==> config.mk <==
export PLATFORM = sky130hd
export DESIGN_NAME = pipe_stage_elastic
export DESIGN_NICKNAME = d
export VERILOG_FILES = /design/src/rtl/pipe_stage_elastic_pkg.sv /design/src/rtl/pipe_stage_elastic_sat_counter.sv /design/src/rtl/pipe_stage_elastic.sv
export SDC_FILE = /design/constraint.sdc
export NUM_CORES = 2
export LEC_CHECK = 0
export BUFFER_PORTS_ARGS = -buffer_cell sky130_fd_sc_hd__buf_4
export CAP_MARGIN = 40
export CORE_AREA = 8 8 241 243
export DETAILED_ROUTE_END_ITERATION = 8
export DIE_AREA = 0 0 249 251
export HOLD_SLACK_MARGIN = 0.06
export PLACE_DENSITY_LB_ADDON = 0.1
export SYNTH_ARGS = -nofsm -noshare
export SYNTH_HDL_FRONTEND = slang
export SYNTH_HIERARCHICAL = 1
export SYNTH_SLANG_ARGS = --single-unit
==> constraint.sdc <==
create_clock -name clk -period 5.1 [get_ports clk]
set_input_delay 0.51 -clock clk [delete_from_list [all_inputs] [get_ports clk]]
set_output_delay 0.51 -clock clk [all_outputs]
set_load 0.005 [all_outputs]
==> src/rtl/pipe_stage_elastic_pkg.sv <==
// Shared constants for the CPU pipeline stage registers: per-stage payload
// widths, flush keep-masks, counter width and the occupancy state type.
package pipe_pkg;

  localparam int IF_ID_W  = 96;
  localparam int ID_EX_W  = 300;
  localparam int EX_MEM_W = 200;
  localparam int MEM_WB_W = 150;

  localparam int CNT_W_DEFAULT = 16;

  // Bits [63:32] of every stage payload carry the PC, which survives a flush
  localparam logic [299:0] PC_KEEP_MASK = {236'b0, 32'hFFFF_FFFF, 32'b0};

  localparam logic [IF_ID_W-1:0]  IF_ID_KEEP_MASK  = PC_KEEP_MASK[IF_ID_W-1:0];
  localparam logic [ID_EX_W-1:0]  ID_EX_KEEP_MASK  = PC_KEEP_MASK[ID_EX_W-1:0];
  localparam logic [EX_MEM_W-1:0] EX_MEM_KEEP_MASK = PC_KEEP_MASK[EX_MEM_W-1:0];
  localparam logic [MEM_WB_W-1:0] MEM_WB_KEEP_MASK = PC_KEEP_MASK[MEM_WB_W-1:0];

  typedef enum logic [1:0] {
    OCC_EMPTY,
    OCC_ONE,
    OCC_FULL
  } occ_e;

endpackage

==> src/rtl/pipe_stage_elastic_sat_counter.sv <==
// Saturating event counter; stops at all-ones and clears only on clr.
module sat_counter #(
  parameter int W = 16
) (
  input  logic         clk,
  input  logic         clr,
  input  logic         inc,
  output logic [W-1:0] value
);

  always_ff @(negedge clk) begin
    if (clr) begin
      value <= '0;
    end else if (inc && (value != {W{1'b1}})) begin
      value <= value + W'(1);
    end
  end

endmodule

==> src/rtl/pipe_stage_elastic.sv <==
// Elastic pipeline-stage register: valid/ready handshake, optional skid entry,
// keep-masked flush and saturating stall/flush counters. State moves on clk fall.
module pipe_stage_elastic
  import pipe_pkg::*;
#(
  parameter int                 WIDTH     = 300,
  parameter logic [WIDTH-1:0]   KEEP_MASK = PC_KEEP_MASK[WIDTH-1:0],
  parameter bit                 SKID      = 1'b1,
  parameter int                 CNT_W     = CNT_W_DEFAULT
) (
  input  logic             clk,
  input  logic             Rst,
  input  logic             in_valid,
  output logic             in_ready,
  input  logic [WIDTH-1:0] in_data,
  input  logic             flush,
  output logic             out_valid,
  input  logic             out_ready,
  output logic [WIDTH-1:0] out_data,
  output logic [CNT_W-1:0] stall_cnt,
  output logic [CNT_W-1:0] flush_cnt
);

  occ_e             occ_q, occ_d;
  logic [WIDTH-1:0] main_q, main_d;
  logic [WIDTH-1:0] skid_q, skid_d;
  logic             main_valid, skid_valid;
  logic             accept, pop;

  assign main_valid = (occ_q != OCC_EMPTY);
  assign skid_valid = (occ_q == OCC_FULL);

  // With a skid entry, in_ready depends only on registered state
  generate
    if (SKID) begin : g_skid_ready
      assign in_ready = !skid_valid;
    end else begin : g_pass_ready
      assign in_ready = !main_valid || out_ready;
    end
  endgenerate

  assign out_valid = main_valid;
  assign out_data  = main_q;
  assign accept    = in_valid && in_ready;
  assign pop       = out_valid && out_ready;

  always_comb begin
    occ_d  = occ_q;
    main_d = main_q;
    skid_d = skid_q;
    if (flush) begin
      occ_d  = OCC_EMPTY;
      main_d = main_q & KEEP_MASK;
      skid_d = skid_q & KEEP_MASK;
    end else begin
      case (occ_q)
        OCC_EMPTY: begin
          if (accept) begin
            main_d = in_data;
            occ_d  = OCC_ONE;
          end
        end
        OCC_ONE: begin
          if (accept && pop) begin
            main_d = in_data;
          end else if (accept && SKID) begin
            skid_d = in_data;
            occ_d  = OCC_FULL;
          end else if (pop) begin
            occ_d  = OCC_EMPTY;
          end
        end
        OCC_FULL: begin
          if (pop) begin
            main_d = skid_q;
            occ_d  = OCC_ONE;
          end
        end
        default: occ_d = OCC_EMPTY;
      endcase
    end
  end

  always_ff @(negedge clk) begin
    if (Rst) begin
      occ_q  <= OCC_EMPTY;
      main_q <= '0;
      skid_q <= '0;
    end else begin
      occ_q  <= occ_d;
      main_q <= main_d;
      skid_q <= skid_d;
    end
  end

  sat_counter #(.W(CNT_W)) u_stall_cnt (
    .clk   (clk),
    .clr   (Rst),
    .inc   (main_valid && !out_ready && !flush),
    .value (stall_cnt)
  );

  sat_counter #(.W(CNT_W)) u_flush_cnt (
    .clk   (clk),
    .clr   (Rst),
    .inc   (flush && (main_valid || skid_valid)),
    .value (flush_cnt)
  );

endmodule

; ---- Word-level counts from Yosys, hierarchy flattened
; Index checks and enable logic that the tools add are counted.
[op_classes]
add_sub_neg = 2
n_eq_ne = 9
mux = 10
bitwise_logic = 2
n_reduce_logical = 21
[op_table]
columns = op, n
row1 = two-way mux 300 bit, 3
row2 = case mux 300 bit (3 select lines), 1
row3 = adder 16 x 1 -> 16 bit (second input constant), 2
row4 = inequality test 16 bit (second input constant), 2
row5 = AND reduction 4 bit, 3
row6 = two-way mux 2 bit, 5
row7 = logical AND 1 bit, 8
row8 = inequality test 2 bit (second input constant), 3
row9 = case mux 2 bit (3 select lines), 1
row10 = AND reduction 5 bit, 1
row11 = logical NOT 1 bit, 3
row12 = inequality test 3 bit (second input constant), 1
row13 = AND reduction 3 bit, 1
row14 = nonzero test 3 bit, 1
row15 = == test 2 x 1 -> 1 bit (second input constant), 1
row16 = == test 2 bit (second input constant), 1
row17 = logical NOT 2 bit, 1
row18 = inequality test 2 x 1 -> 1 bit (second input constant), 1
row19 = NOT 1 bit, 2
row20 = nonzero test 2 bit, 1
row21 = OR reduction 2 bit, 1
row22 = logical OR 1 bit, 1
[totals]
regBits = 634
input_bits = 305
out_inout_bits = 334
wordCells = 51

; ---- Depth between registers and ports, before layout
[depth]
word_depth = 6
ltp_mapped = 10
ltp_nobuf = 6

; ---- By module
; Netlist, hierarchy kept.
[by_module_without_submodules]
columns = module, n_inst, cells_each, area_each_um2, seq_area_each_um2
row1 = pipe_stage_elastic, 1, 2734, 26105.0, 12051.6
row2 = sat_counter, 2, 97, 802.0, 320.3

==> metrics.txt <==
# TYPE chip_impl_metric gauge
chip_impl_info{name="result_of_the_run",value="finished clean"} 1
chip_impl_metric{name="postCtsResizedCells",unit=""} 0
chip_impl_metric{name="cts-root-to-sink-buffers",unit=""} 3
chip_impl_metric{name="fin_worst_hold_slack",unit="ps"} 449
chip_impl_info{name="ys.flop_type",value="dfxtp_1"} 1
chip_impl_metric{name="drv_cap",unit=""} 0
chip_impl_metric{name="post-dp-hpwl",unit="um"} 64600
chip_impl_metric{name="post-layout-total-power",unit="mW"} 14.0
chip_impl_info{name="synth_top_cells_by_area",value="dfxtp_1, mux2i_1, a211oi_1"} 1
chip_impl_metric{name="postSynthNetCount",unit=""} 3235
chip_impl_metric{name="worst_slew_pin_slew",unit="ps"} 996
chip_impl_metric{name="synth-async-reset-ratio",unit="%"} 0
chip_impl_metric{name="post-cts-setup-buffer-count",unit=""} 0
chip_impl_metric{name="place_ws",unit="ps"} 290
chip_impl_info{name="end_kind",value="output pin"} 1
chip_impl_info{name="cp_top_family",value="flip-flops"} 1
chip_impl_metric{name="initial_standard_cell_utilization_of_the_core",unit="%"} 51.0
chip_impl_metric{name="cts.clk_slew.worst_paths",unit="ps"} 30
chip_impl_metric{name="critPathBufInv",unit=""} 2
chip_impl_metric{name="place.port_buffers",unit=""} 638
chip_impl_metric{name="critical_path_data_required_time",unit="ps"} 4590
chip_impl_metric{name="synth.distinct_cells",unit=""} 46
chip_impl_metric{name="final_weighted_congestion_in_routability_driven_placement",unit=""} 0.858
chip_impl_metric{name="ys_seq_elements",unit=""} 634
chip_impl_info{name="critPathLaunchType",value="flip-flop"} 1
chip_impl_metric{name="clock-skew-final",unit="ps"} 23.9
chip_impl_metric{name="grt_start_max_net_pins",unit=""} 163
chip_impl_metric{name="post_layout_nonfiller_instances",unit=""} 4805
chip_impl_metric{name="yosysTopAreaCellShare",unit="%"} 45.8
chip_impl_metric{name="drc_errors",unit=""} 0
chip_impl_metric{name="rows",unit=""} 86
chip_impl_metric{name="via_count",unit=""} 27700
chip_impl_info{name="crit_slowest_cell",value="dfxtp_2"} 1
chip_impl_metric{name="numPlacedInstances",unit=""} 4029
chip_impl_metric{name="slowest_delay",unit="ps"} 460
chip_impl_metric{name="ctsHoldBuffers",unit=""} 0
chip_impl_info{name="hold_path.class",value="flip-flop to flip-flop"} 1
chip_impl_metric{name="grt-ovfl-total",unit=""} 0
chip_impl_metric{name="post_synth.cell_area_avg",unit="um^2"} 9.46
chip_impl_metric{name="setup_viol",unit=""} 0
chip_impl_metric{name="fin_setup_tns",unit="ps"} 0
chip_impl_metric{name="areaGrowthSynthToFinish",unit="%"} 36.5
chip_impl_metric{name="worstPathArrival",unit="ps"} 4390
chip_impl_metric{name="timing.final.ws_setup",unit="ps"} 199
chip_impl_metric{name="die_area",unit="mm^2"} 0.0625
chip_impl_metric{name="clock_insertion_delay_worst_skew",unit="ps"} 660
chip_impl_metric{name="slew_headroom",unit="%"} 33.6
chip_impl_metric{name="syn-instance-count",unit=""} 2928
chip_impl_metric{name="final_cell_area",unit="mm^2"} 0.0378
chip_impl_metric{name="grt_use_total",unit="%"} 30.0
chip_impl_info{name="clk_root_buffer_cell",value="clkbuf_16"} 1
chip_impl_info{name="cts_tree",value="yes"} 1
chip_impl_info{name="most-common-layout-cells",value="buf_4, inv_1, dfxtp_1"} 1
chip_impl_metric{name="core_area",unit="mm^2"} 0.0543
chip_impl_metric{name="vias_per_cell",unit=""} 5.77
chip_impl_metric{name="grt_pass1_vias",unit=""} 28300
chip_impl_metric{name="timing_max_transition_violations_final",unit=""} 0
chip_impl_metric{name="width_of_the_die",unit="um"} 249
chip_impl_metric{name="route.detailed.wl_per_inst",unit="um"} 20.9
chip_impl_metric{name="dr.pass1.iters",unit=""} 8
chip_impl_info{name="critical_path_start_end_classification",value="flip-flop to output pin"} 1
chip_impl_metric{name="htreeDepth",unit=""} 3
chip_impl_metric{name="wl",unit="um"} 100000
chip_impl_metric{name="initial_drc_count",unit=""} 2186
chip_impl_metric{name="hold_viol_final",unit=""} 0
chip_impl_metric{name="count_of_flip_flops_with_a_built_in_enable_after_synthesis",unit=""} 0
chip_impl_metric{name="antenna_found_initial",unit=""} 22
chip_impl_metric{name="cts-buffers-inserted",unit=""} 72
chip_impl_metric{name="ys.warnings.count",unit=""} 6
chip_impl_metric{name="grt_first_pass_wirelength",unit="um"} 152000
chip_impl_metric{name="layout-drive-gt1-share",unit="%"} 26.0
chip_impl_metric{name="ir_drop",unit="mV"} 0.295
chip_impl_metric{name="leakagePower",unit="nW"} 16.9
chip_impl_info{name="cp_cell_sequence",value="and2b_4 -> inv_8 -> buf_4"} 1
chip_impl_metric{name="die_height",unit="um"} 251
chip_impl_metric{name="worstPathMaxFanout",unit=""} 33
chip_impl_info{name="synth_top_area_cell",value="dfxtp_1"} 1
chip_impl_info{name="grt_setup_unrepaired",value="no"} 1
chip_impl_metric{name="ys_seq_area_share",unit="%"} 45.8
chip_impl_metric{name="clock_sink_count",unit=""} 634
chip_impl_metric{name="count_of_nets_after_finishing",unit=""} 4337
chip_impl_metric{name="route.antenna.remaining_nets",unit=""} 0
chip_impl_metric{name="io_pins",unit=""} 639
chip_impl_metric{name="power_density",unit="mW/mm^2"} 369
chip_impl_metric{name="mappedNetlistArea",unit="mm^2"} 0.0277
chip_impl_info{name="final_common_cell",value="buf_4"} 1
chip_impl_metric{name="postLayoutCoreUtil",unit="%"} 69.6
chip_impl_metric{name="placement.cell_area",unit="mm^2"} 0.0330
==> state kept, by name (all words and copies together) (netlist names) <==
name	flops
skid_q	300
u_stall_cnt/value	16
u_flush_cnt/value	16
out_data	300
occ_q	2
==> worst paths after layout <==
path,start,endpoint,slack [ps],cells past startpoint
hold reg to reg,skid_q[152],skid_q[152],450,2
hold / removal,skid_q[152],skid_q[152],450,2
setup / recovery,occ_q[0],in_ready,200,3
setup reg to reg,occ_q[1],out_data[24],1830,8
==> cell families after synthesis <==
group | share of synthesized area (%)
compound gates | 27.5
buf+inv | 5.48
xor+xnor | 0.0632
fa+ha+maj | 0.0903
simple gates | 10.0
flops | 45.8
mux | 11.0
==> synth_stat cells, drive strengths merged (2+ instances only) <==
library cell and count:
and4 4, o31a 2, o31ai 8, and3 6, ha 2, o21ai 34, inv 9, xor2 2
or3 8, nor4 2, o21bai 2, clkbuf 208, or4 4, nor2b 2, a21oi 323, a31oi 8
dfxtp 634, nand3 46, nor2 16, mux2i 304, a41oi 2, o41ai 2, nor3 17, nand4 8
nand2 550, or2 3, buf 107, a211oi 602, a21o 3, nand2b 2
==> cell type report <==
class	instances	area, um^2
diodes	19	47.5
clock buffers	77	1930
clock inverters	683	2840
fillers	4210	16500
inverters	6	37.5
multi-input cells	1970	13600
flip-flops and latches	634	12700
well taps	704	881
repair buffers	712	5850
==> layer usage <==
metal	up-vias	part of all wire, %	global-route usage, %
met3	210	8.9	12.8
met4	8	3.7	17.4
met2	1196	48	47.6
met1	13400	39	33.6
met5	-	0.053	0
li1	12900	-	-
==> report_power, final <==
group	total, mW	internal [mW]	switching (mW)
registers	5.27	5.15	0.118
clock network	7.25	3.84	3.42
logic	1.43	0.633	0.796
total	14.0	9.62	4.33
==> worst min-delay path: cells and delay by family, from the launching register on <==
| family | cells | cell delay [ps] |
|---|---|---|
| AO/OA/AOI/OAI | 1 | 50 |
| flip-flops | 1 | 300 |
| AND/OR/NAND/NOR | 1 | 50 |
Power figures use the tool's default switching activity.
